$ cat config.mk
export PLATFORM = sky130hd
export DESIGN_NAME = merge3_sched
export DESIGN_NICKNAME = d
export VERILOG_FILES = /design/src/rtl/merge3_sched.sv
export SDC_FILE = /design/constraint.sdc
export NUM_CORES = 1
export LEC_CHECK = 0
export CORE_MARGIN = 4
export CORE_UTILIZATION = 44
export DETAILED_ROUTE_END_ITERATION = 10
export GPL_TIMING_DRIVEN = 0
export PLACE_DENSITY = 0.74
export SETUP_SLACK_MARGIN = 0.05
export SLEW_MARGIN = 20
export SYNTH_ARGS = -nofsm -noshare
export SYNTH_HDL_FRONTEND = slang
export SYNTH_SLANG_ARGS = --single-unit
export TNS_END_PERCENT = 5
$ cat constraint.sdc
create_clock -name clk -period 1.8 [get_ports clk]
set_input_delay 0.36 -clock clk [delete_from_list [all_inputs] [get_ports clk]]
set_output_delay 0.36 -clock clk [all_outputs]
set_load 0.02 [all_outputs]
$ cat src/rtl/merge3_sched.sv
// merge3_sched: three-channel token scheduler, JOIN (all three) or round-robin ARB, one token outstanding
module merge3_sched #(
  parameter int CNT_W = 8
) (
  input  logic             clk,
  input  logic             rst,
  input  logic             i_mode,
  input  logic             i_drive0,
  input  logic             i_drive1,
  input  logic             i_drive2,
  output logic             o_free0,
  output logic             o_free1,
  output logic             o_free2,
  output logic             o_driveNext,
  input  logic             i_freeNext,
  output logic [2:0]       o_grant,
  output logic             o_busy,
  output logic [CNT_W-1:0] o_issueCnt,
  output logic             o_err
);
  typedef enum logic [1:0] {IDLE, ISSUE, WAIT_FREE} state_t;
  state_t     state, state_nxt;
  logic [2:0] pend, pend_nxt, drv, rel, free_q;
  logic [1:0] ptr, p1, p2, win;
  logic       go, acc, err_nxt;
  // rel holds the channels released this cycle; a coincident new drive re-sets them
  always_comb begin
    drv       = {i_drive2, i_drive1, i_drive0};
    acc       = state == WAIT_FREE && i_freeNext;
    rel       = acc ? o_grant : 3'b000;
    p1        = ptr == 2'd2 ? 2'd0 : ptr + 2'd1;
    p2        = ptr == 2'd0 ? 2'd2 : ptr - 2'd1;
    win       = pend[ptr] ? ptr : pend[p1] ? p1 : p2;
    go        = state == IDLE && (i_mode ? |pend : &pend);
    pend_nxt  = drv | (pend & ~rel);
    err_nxt   = (i_freeNext && state != WAIT_FREE) || |(drv & pend & ~rel);
    state_nxt = state == IDLE  ? (go ? ISSUE : IDLE) :
                state == ISSUE ? WAIT_FREE :
                (acc ? IDLE : WAIT_FREE);
  end
  always_ff @(posedge clk) begin
    if (rst) begin
      state      <= IDLE;
      pend       <= 3'b000;
      ptr        <= 2'd0;
      o_grant    <= 3'b000;
      free_q     <= 3'b000;
      o_issueCnt <= '0;
      o_err      <= 1'b0;
    end else begin
      state  <= state_nxt;
      pend   <= pend_nxt;
      free_q <= rel;
      o_err  <= o_err | err_nxt;
      if (go) begin
        o_issueCnt <= o_issueCnt + CNT_W'(1);
        o_grant    <= i_mode ? 3'b001 << win : 3'b111;
        if (i_mode) ptr <= win == 2'd2 ? 2'd0 : win + 2'd1;
      end else if (acc) begin
        o_grant <= 3'b000;
      end
    end
  end
  assign o_driveNext = state == ISSUE;
  assign o_busy      = state != IDLE;
  assign {o_free2, o_free1, o_free0} = free_q;
endmodule

==> impl_metrics.xml <==
<?xml version="1.0" encoding="UTF-8"?>
<metrics>
  <group name="power">
    <metric name="cellInternalPower" unit="uW">799</metric>
    <metric name="netSwitchingPower" unit="uW">356</metric>
    <metric name="comb_pwr_share" unit="%">28.2</metric>
    <metric name="clock_power_share" unit="%">23.5</metric>
    <metric name="report.power.total" unit="uW">1160</metric>
    <metric name="seq_power_share" unit="%">48.3</metric>
    <metric name="power_density" unit="nW/um^2">792</metric>
    <metric name="p_leak" unit="uW">0.000681</metric>
    <metric name="irDropWorstVdd" unit="uV">453</metric>
    <metric name="p_sw_share" unit="%">30.8</metric>
  </group>
  <group name="timing">
    <metric name="maxSlewViolCount" unit="">0</metric>
    <metric name="final.period_utilization" unit="%">97.1</metric>
    <metric name="worst_slew_pin_slew" unit="ns">0.505</metric>
    <metric name="timing.final.crit_period" unit="ns">1.75</metric>
    <metric name="hold_ws" unit="ns">0.534</metric>
    <metric name="fin_skew" unit="ns">0.00151</metric>
    <metric name="fin_setup_tns" unit="ns">0</metric>
    <metric name="final-setup-viol-count" unit="">0</metric>
    <metric name="rsz_0062_raised_after_global_routing" unit="">yes</metric>
    <metric name="slew_headroom" unit="%">66.3</metric>
    <metric name="hold_viol_final" unit="">0</metric>
    <metric name="achievable-frequency" unit="MHz">572</metric>
  </group>
  <group name="clock_network">
    <metric name="cts_inserted_buffers" unit="">3</metric>
    <metric name="clock_path_buffers" unit="">2</metric>
    <metric name="clock_sinks" unit="">22</metric>
    <metric name="tritoncts" unit="">built</metric>
    <metric name="clkTransAtPathRegs" unit="ns">0.12</metric>
    <metric name="cts-root-buf" unit="">sky130_fd_sc_hd__clkbuf_4</metric>
    <metric name="clkLatencyLatePin" unit="ns">0.30</metric>
    <metric name="htreeDepth" unit="">1</metric>
  </group>
  <group name="routing">
    <metric name="route.detailed.wl_per_inst" unit="um">14.6</metric>
    <metric name="drcViolationCount" unit="">0</metric>
    <metric name="number_of_vias_per_cell" unit="">5.63</metric>
    <metric name="detail-route-antenna-nets" unit="">0</metric>
    <metric name="post_route_wl" unit="um">2590</metric>
    <metric name="drt_iter0_markers" unit="">21</metric>
    <metric name="detail_route.first_pass.iterations" unit="">4</metric>
    <metric name="num_vias" unit="">996</metric>
  </group>
  <group name="setup_path">
    <metric name="worstSetupStartpoint" unit="">ptr[1]$_SDFFE_PP0P_</metric>
    <metric name="worst_ep_arrival_time" unit="ns">1.96</metric>
    <metric name="critPathMaxStageDelay" unit="ns">0.37</metric>
    <metric name="critical_path.reg2reg.startpoint" unit="">ptr[1]$_SDFFE_PP0P_</metric>
    <metric name="path_length_in_cells_of_the_critical_path" unit="">7</metric>
    <metric name="critPathMaxFanout" unit="">5</metric>
    <metric name="critical_r2r_capture" unit="">o_grant[1]$_SDFFE_PP0P_</metric>
    <metric name="type_of_destination_of_the_critical_path" unit="">flop</metric>
    <metric name="setup_crit_path_kind" unit="">reg2reg</metric>
    <metric name="worst_r2r_path_depth" unit="">7</metric>
    <metric name="critPathSlowestCell" unit="">sky130_fd_sc_hd__dfxtp_2</metric>
    <metric name="timing.critical_path.cells" unit="">inv_4 &gt; ha_4 &gt; nand2b_1 &gt; a21o_1 &gt; a32o_2 &gt; and3_1 &gt; a221o_1</metric>
    <metric name="rrSetupSlack" unit="ns">0.05</metric>
    <metric name="critPathLaunchType" unit="">flop</metric>
    <metric name="worst_ep_required_time" unit="ns">2.01</metric>
    <metric name="worst_path_dominant_cell_family" unit="">compound AO/OA/AOI/OAI gates</metric>
    <metric name="critical_path_buf_inv_count" unit="">1</metric>
  </group>
  <group name="final_layout">
    <metric name="nNetsFinal" unit="">161</metric>
    <metric name="final_cell_mix" unit="">sky130_fd_sc_hd__dfxtp_1 (20), sky130_fd_sc_hd__clkdlybuf4s50_1 (16), sky130_fd_sc_hd__nor2_1 (13)</metric>
    <metric name="final_layout_size_suffix_gt1_share" unit="%">15.4</metric>
    <metric name="n_antenna_cell" unit="">0</metric>
    <metric name="final_cell_count_no_fill" unit="">177</metric>
    <metric name="layout.cells.most_common" unit="">sky130_fd_sc_hd__dfxtp_1</metric>
    <metric name="area_delta_synth_final" unit="%">38.5</metric>
  </group>
  <group name="worst_hold_path">
    <metric name="holdPathEnd" unit="">free_q[0]$_SDFF_PP0_</metric>
    <metric name="worst_hold_path_type" unit="">reg2reg</metric>
    <metric name="holdCritStartpoint" unit="">o_grant[0]$_SDFFE_PP0P_</metric>
    <metric name="hold_path_depth" unit="">1</metric>
  </group>
  <group name="placement">
    <metric name="dpl.hpwl" unit="um">1760</metric>
    <metric name="globalplace.congestion" unit="">0.743</metric>
    <metric name="dp_cells" unit="">171</metric>
    <metric name="port_buffers" unit="">23</metric>
  </group>
  <group name="global_routing">
    <metric name="grt_first_pass_wirelength" unit="um">4110</metric>
    <metric name="largest_net_degree_at_the_start_of_global_routing" unit="">13</metric>
    <metric name="grt_util_all_layers" unit="%">15.7</metric>
    <metric name="number_of_global_route_vias_before_repair" unit="">953</metric>
    <metric name="grt_overflow_total" unit="">0</metric>
    <metric name="grt_antenna_before_repair" unit="">0</metric>
  </group>
  <group name="floorplan">
    <metric name="fp.dieArea" unit="um^2">3240</metric>
    <metric name="floorplan.initialDensity" unit="%">46.7</metric>
    <metric name="core_region_area" unit="um^2">2250</metric>
    <metric name="core.rowCount" unit="">17</metric>
    <metric name="die_y" unit="um">56.9</metric>
    <metric name="ios" unit="">24</metric>
    <metric name="chip_width" unit="um">56.9</metric>
  </group>
  <group name="synth">
    <metric name="postSynthRegisterBits" unit="">22</metric>
    <metric name="synth_fp_nets" unit="">131</metric>
    <metric name="synthesis.area_per_instance" unit="um^2">8.77</metric>
    <metric name="ys_warn_count" unit="">0</metric>
    <metric name="cell_area_after_synthesis" unit="um^2">1050</metric>
    <metric name="synthCells" unit="">120</metric>
    <metric name="synth.yosys.seq_area_share" unit="%">41.9</metric>
    <metric name="netlist-cell-type-count" unit="">33</metric>
  </group>
  <group name="job">
    <metric name="drv.max_cap_violation_count" unit="">0</metric>
  </group>
  <group name="status">
    <metric name="run_status" unit="">finished clean</metric>
  </group>
</metrics>
state kept, by name (all words and copies together), names as in the netlist:
signal and cells:
o_err 1, o_grant 3, pend 3, ptr 2, o_issueCnt 8, free_q 3, state 2
power by group through the flow:
| stage | registers [uW] | logic [uW] | clock network (uW) |
|---|---|---|---|
| global placement | 568 | 274 | 0 |
| floorplan | 584 | 160 | 0 |
| CTS | 555 | 299 | 277 |
| detailed placement | 569 | 282 | 0 |
| global route | 563 | 353 | 294 |
| finish | 558 | 326 | 271 |
synthesized netlist by cell type:
master                      instances  area [um^2]
sky130_fd_sc_hd__a211oi_1           1         7.51
sky130_fd_sc_hd__a21boi_0           1         7.51
sky130_fd_sc_hd__a21boi_1           1         7.51
sky130_fd_sc_hd__a21o_1             3         22.5
sky130_fd_sc_hd__a21oi_1            5         25.0
sky130_fd_sc_hd__a221o_1            3         30.0
sky130_fd_sc_hd__a31oi_1            2         12.5
sky130_fd_sc_hd__a32o_1             1         10.0
sky130_fd_sc_hd__a32oi_1            1         8.76
sky130_fd_sc_hd__a41o_2             1         11.3
sky130_fd_sc_hd__and2_1             6         37.5
sky130_fd_sc_hd__and3_1             2         12.5
sky130_fd_sc_hd__and4_1             1         8.76
sky130_fd_sc_hd__buf_2              1         5.00
sky130_fd_sc_hd__clkbuf_1           3         11.3
sky130_fd_sc_hd__dfxtp_1           22          440
sky130_fd_sc_hd__ha_1               4         50.1
sky130_fd_sc_hd__inv_1              6         22.5
sky130_fd_sc_hd__mux2i_1            2         20.0
sky130_fd_sc_hd__nand2_1            7         26.3
sky130_fd_sc_hd__nand2b_1           2         12.5
sky130_fd_sc_hd__nand3_1            2         10.0
sky130_fd_sc_hd__nand4_1            6         37.5
sky130_fd_sc_hd__nor2_1            15         56.3
sky130_fd_sc_hd__nor2b_1            4         25.0
sky130_fd_sc_hd__nor3_1             4         20.0
sky130_fd_sc_hd__o21ai_1            2         10.0
sky130_fd_sc_hd__o21ai_2            1         8.76
sky130_fd_sc_hd__o21bai_1           1         7.51
sky130_fd_sc_hd__o2bb2ai_1          1         8.76
sky130_fd_sc_hd__o311a_1            1         10.0
sky130_fd_sc_hd__o31ai_1            1         7.51
sky130_fd_sc_hd__xor2_1             7         61.3
worst reg2reg max path, cell delays in order, from the launching register on:
cell and delay [ns]:
sky130_fd_sc_hd__dfxtp_2 0.37, sky130_fd_sc_hd__inv_4 0.06, sky130_fd_sc_hd__ha_4 0.16, sky130_fd_sc_hd__nand2b_1 0.14
sky130_fd_sc_hd__a21o_1 0.17, sky130_fd_sc_hd__a32o_2 0.27, sky130_fd_sc_hd__and3_1 0.18, sky130_fd_sc_hd__a221o_1 0.30
cell families after synthesis:
| kind of cell | synth area share [%] |
|---|---|
| mux | 1.90 |
| fa+ha+maj | 4.76 |
| buf+inv | 3.69 |
| simple gates | 23.4 |
| flops | 41.9 |
| compound gates | 18.6 |
| xor+xnor | 5.83 |
area by class of cell:
cell class                      count  area (um^2)
Multi-Input combinational cell     88          629
Clock buffer                        4         36.3
Fill cell                         209          797
Sequential cell                    22          445
Buffer                              4         27.5
Inverter                            6         25.0
Timing Repair Buffer               25          259
Tap cell                           28         35.0
how the worst max path moves through the flow:
stage	slack, ns	to
finish	0.05	o_grant[1]$_SDFFE_PP0P_
global route	0.01	o_grant[1]$_SDFFE_PP0P_
CTS	0.02	o_busy
detailed placement	-0.18	o_grant[2]$_SDFFE_PP0P_
global placement	-0.15	o_grant[0]$_SDFFE_PP0P_
floorplan	0.06	o_grant[1]$_SDFFE_PP0P_
metrics by stage:
| stage | setup slack [ns] | cell area (um^2) | util (%) |
|---|---|---|---|
| 2_1_floorplan | 0.0619 | 1050 | - |
| 3_3_place_gp | -0.151 | 1320 | 58.5 |
| 3_5_place_dp | -0.177 | 1320 | 58.5 |
| 4_1_cts | 0.0250 | 1390 | 61.6 |
| 5_1_grt | 0.0108 | 1460 | 64.7 |
| 6_report | 0.0522 | 1460 | 64.7 |
layer usage:
layer / wire (um) / vias up / share of wire (%) / global-route usage, %
met2: 1320 / 33 / 51 / 27.7
li1: - / 486 / - / -
met5: 0 / - / 0 / 0
met4: 47 / 0 / 1.8 / 5.63
met3: 132 / 8 / 5.1 / 3.91
met1: 1090 / 469 / 42 / 18.1
timing repair:
| action | in CTS | in global routing |
|---|---|---|
| pin swaps | 1 | 3 |
| endpoints found under the setup margin | 6 | 12 |
| hold buffers | 0 | 0 |
| buffers inserted | 2 | 0 |
| resized for setup | 8 | 18 |
Note: power is estimated with default switching activity, not from simulation.
==> variant 1: new RTL, same settings <==
Make the reset (`rst`) asynchronous in one clocked block.
--- a/src/rtl/merge3_sched.sv
+++ b/src/rtl/merge3_sched.sv
@@ -38,7 +38,7 @@
                 state == ISSUE ? WAIT_FREE :
                 (acc ? IDLE : WAIT_FREE);
   end
-  always_ff @(posedge clk) begin
+  always_ff @(posedge clk or posedge rst) begin
     if (rst) begin
       state      <= IDLE;
       pend       <= 3'b000;
Check against the original RTL: differs if rst is asserted again (counterexample within 4 cycles, from zero or initial values and one cycle with rst high); with rst held inactive, the same outputs for 10 cycles.
==> variant 1 against the original RTL <==
The flow now finishes with violations (setup timing); via count is 9.5% lower; fmax is 4.2% lower; synthesized area is 4.6% higher; global-route usage is 1.3 points lower; worst setup slack worse by 0.077 ns; routed wire length is 9.6% lower; die area is 4.0% higher; synthesized cell count is 8.3% lower; final area is 0.94% higher; sequential cell count stayed put; critical endpoint is now ptr[1]; highest routed layer unchanged.
Power is not compared: it rests on default switching activity, and its combinational part moved more than twofold at a synthesized area within 25%.
==> variant 1: results (changes against the original RTL) <==
- GR Util met1: 19.3% (+1.2 points)
- CP max stage delay: 0.46 ns (+0.09 ns)
- FF-to-FF Start: ptr[0]
- Delay-heaviest family, CP: flip-flops
- Drt wl/cell: 14.0 µm (-4.8%)
- Synth cell count leaders: dfrtp_1 (22), nand2_1 (15), inv_1 (9)
- DR pass1 iterations: 5 (+1)
- Sequential element share of the synthesized area: 50.0% (+8.1 points)
- Share of cells above drive strength 1: 18.6% (+3.1 points)
- Setup Slack @ Placement: -0.128 ns (+0.0487 ns)
- HP Start: state[0]
- Failing checks: setup timing
- Ys flop type: dfrtp_1
- Hold Crit Endpoint: state[1]
- Met3 WL: 130 µm (-1.5%)
- Worst Setup EP: ptr[1]
- Largest register FFs: 8 (unchanged)
- Worst setup margin: -0.0249 ns (-0.0771 ns)
- Relative slew slack: 46.1% (-20 points)
- Fin cells: 168 (-5.1%)
- Vias in the first global route: 832 (-13%)
- Worst hold path class: flop to flop
- Arr. time, crit path: 2.02 ns (+0.06 ns)
- M3 GR Usage: 2.67% (-1.2 points)
- Gr usage total: 14.3% (-1.3 points)
- Avg Cell Area, Syn: 10.0 µm² (+14%)
- GP Congestion: 0.766 (+3.1%)
- Placed insts: 161 (-5.8%)
- Area after DPL: 1370 µm² (+3.5%)
- FFs w/ async S/R, synth: 100% (+100 points)
- Top cells by area, synth: dfrtp_1 (50%), nand2_1 (5.1%), ha_1 (4.5%)
- Final hold slack: 0.488 ns (-0.0458 ns)
- Initial drt markers: 35 (+67%)
- Synth cell types: 31 (-6.1%)
- Via Count: 901 (-9.5%)
- Global-route wire length before repair: 3.71 mm (-9.7%)
- Clock latency at the later pin of the worst-skew pair: 0.30 ns (about the same)
- Grt met2 use: 22.6% (-5.2 points)
- Worst-path maximum fanout: 4 (-1)
- Placed wire-length estimate: 1.69 mm (-4.2%)
- Reg2reg path depth: 8 (+1)
- Final setup fails: 1 (+1)
- Nets: 153 (-5.0%)
- Slowest CP cell: dfrtp_2
- Setup Skew: 0.00269 ns (+0.00118 ns)
- Metal-1 WL: 1.08 mm (-0.91%)
- Sequential power share: 34.3%
- Total power: 2530 µW
- Status: finished, violations left
- Fin Setup TNS: -0.0249 ns (-0.0249 ns)
- Metal2 WL: 1.11 mm (-16%)
- I/O Buffers: 23 (unchanged)
-- variant 1: cell types whose count changed in the layout (fill, tap and decap cells not counted), sizes merged, moves of 4 or more --
cell,delta
nor2,-8
dfxtp,-22
a21oi,+4
and2,-6
nand2,+9
dfrtp,+22
-- variant 1: kinds of logic (layout without fill, tap and decap cells) --
logic type | count (synthesis) | after routing | share of synthesized area (%)
fa+ha+maj | 4 | 4 | 4.55
flops | 22 | 22 | 50.0
compound gates | 27 | 27 | 15.8
xor+xnor | 7 | 7 | 5.57
buf+inv | 11 | 41 | 4.77
simple gates | 36 | 36 | 16.4
mux | 3 | 3 | 2.95
-- variant 1: area by class of cell --
type,count,area [µm²]
inverter,9,33.8
timing repair buffer,27,272
clock buffer,3,22.5
tap,28,35.0
fill,208,826
multi-input combinational,77,538
buffer,2,18.8
sequential,22,552
-- variant 1: what timing repair did --
action,CTS,global route
resized for setup,7,16
pin swaps,1,5
buffers inserted,0,4
setup endpoints to repair,8,10
==> variant 2: new RTL, config.mk and constraints unchanged <==
Made on the original files. Set the parameter `CNT_W` to 7 (it was 8).
--- a/src/rtl/merge3_sched.sv
+++ b/src/rtl/merge3_sched.sv
@@ -1,6 +1,6 @@
 // merge3_sched: three-channel token scheduler, JOIN (all three) or round-robin ARB, one token outstanding
 module merge3_sched #(
-  parameter int CNT_W = 8
+  parameter int CNT_W = 7
 ) (
   input  logic             clk,
   input  logic             rst,
Interface: changed (resized o_issueCnt); port bits go from 24 to 23. The function was not compared with the original's and may differ.
==> variant 2 against the original RTL <==
The flow now finishes with violations (setup timing); clock skew increased by 0.0041 ns; routed wire length decreased by 5.2%; final area increased by 3.8%; worst setup slack got worse by 0.10 ns; synthesized area increased by 1.3%; cell count decreased by 1.1%; critical path type unchanged; sequential cell count decreased by 1; power decreased by 0.54%.
==> variant 2: results (changes against the original RTL) <==
- CP max stage delay: 0.40 ns (+0.03 ns)
- I/O Buffers: 22 (-4.3%)
- Worst setup margin: -0.0526 ns (-0.105 ns)
- Worst-path maximum fanout: 4 (-1)
- Leak: 0.000649 µW (-4.7%)
- Grt met2 use: 27.9% (+0.16 points)
- Via Count: 969 (-2.7%)
- Final setup fails: 3 (+3)
- Largest net degree at the start of global routing: 12 (-1)
- Top cells by area, synth: dfxtp_1 (39%), nor2_1 (4.9%), xor2_1 (4.9%)
- Largest register FFs: 7 (-1)
- Worst Tran Pin Value: 0.492 ns (-0.0129 ns)
- Initial drt markers: 15 (-29%)
- HP Start: o_issueCnt[1]
- Pint: 768 µW (-3.8%)
- Slowest CP cell: dfxtp_4
- PostCTS Resize Cnt: 23 (+15)
- Syn Nets: 129 (-1.5%)
- Worst Hold Depth: 2 (+1)
- Share of cells above drive strength 1: 21.8% (+6.3 points)
- Nets: 159 (-1.2%)
- Status: finished, violations left
- Hold Crit Endpoint: o_issueCnt[1]
- M3 GR Usage: 4.52% (+0.62 points)
- Gr usage total: 16.4% (+0.73 points)
- Drt wl/cell: 14.0 µm (-4.2%)
- Post-route cell area: 1510 µm² (+3.8%)
- Worst VDD drop: 0.403 mV (-11%)
- Reg2reg path depth: 8 (+1)
- Fill cell count: 201 (-3.8%)
- GR Util met1: 21.0% (+2.9 points)
- Failing checks: setup timing
- Synth cell types: 42 (+27%)
- Vias in the first global route: 988 (+3.7%)
[variant 2: per-layer routing]
metal | vias to the layer above | routed length (µm)
li1 | 485 | -
met1 | 445 | 1120
met2 | 37 | 1140
met3 | 2 | 181
met4 | 0 | 17
met5 | - | 0
[variant 2: layout make-up]
type                            instances  area share, %
Clock buffer                            4           1.74
Tap cell                               28           2.32
Timing Repair Buffer                   25           16.7
Multi-Input combinational cell         87           46.5
Inverter                                6           1.99
Buffer                                  4           2.48
Sequential cell                        21           28.3
[variant 2: metrics by stage]
| step | std cells | hold WS, ns | setup slack (ns) |
|---|---|---|---|
| 2_1_floorplan | 118 | 0.477 | 0.0618 |
| 3_3_place_gp | 168 | 0.476 | -0.274 |
| 3_5_place_dp | 168 | 0.487 | -0.274 |
| 4_1_cts | 174 | 0.507 | 0.0278 |
| 5_1_grt | 175 | 0.536 | -0.106 |
| 6_report | 175 | 0.501 | -0.0526 |
[variant 2: worst max-delay path: cells and delay by family, from the launching register on]
kind,cells,cell delay [ns]
AO/OA/AOI/OAI,4,0.83
flip-flops,1,0.40
buffers and inverters,3,0.36
adder cells (fa/ha/maj),1,0.16
[variant 2: cells by family after synthesis]
logic type	after synthesis	share of synthesized area (%)
xor gates and xnor gates	6	4.93
muxes	2	2.00
AOI/OAI and AO/OA	28	20.5
buffers and inverters	10	5.28
and+or+nand+nor	47	23.1
DFF	21	39.4
adders and majority gates	4	4.70
[variant 2: power groups by stage]
| stage | Sequential, µW | Clock, µW | Combinational, µW |
|---|---|---|---|
| floorplan | 561 | 0 | 183 |
| global placement | 543 | 0 | 304 |
| detailed placement | 543 | 0 | 309 |
| CTS | 536 | 235 | 363 |
| global route | 545 | 251 | 418 |
| finish | 538 | 224 | 386 |
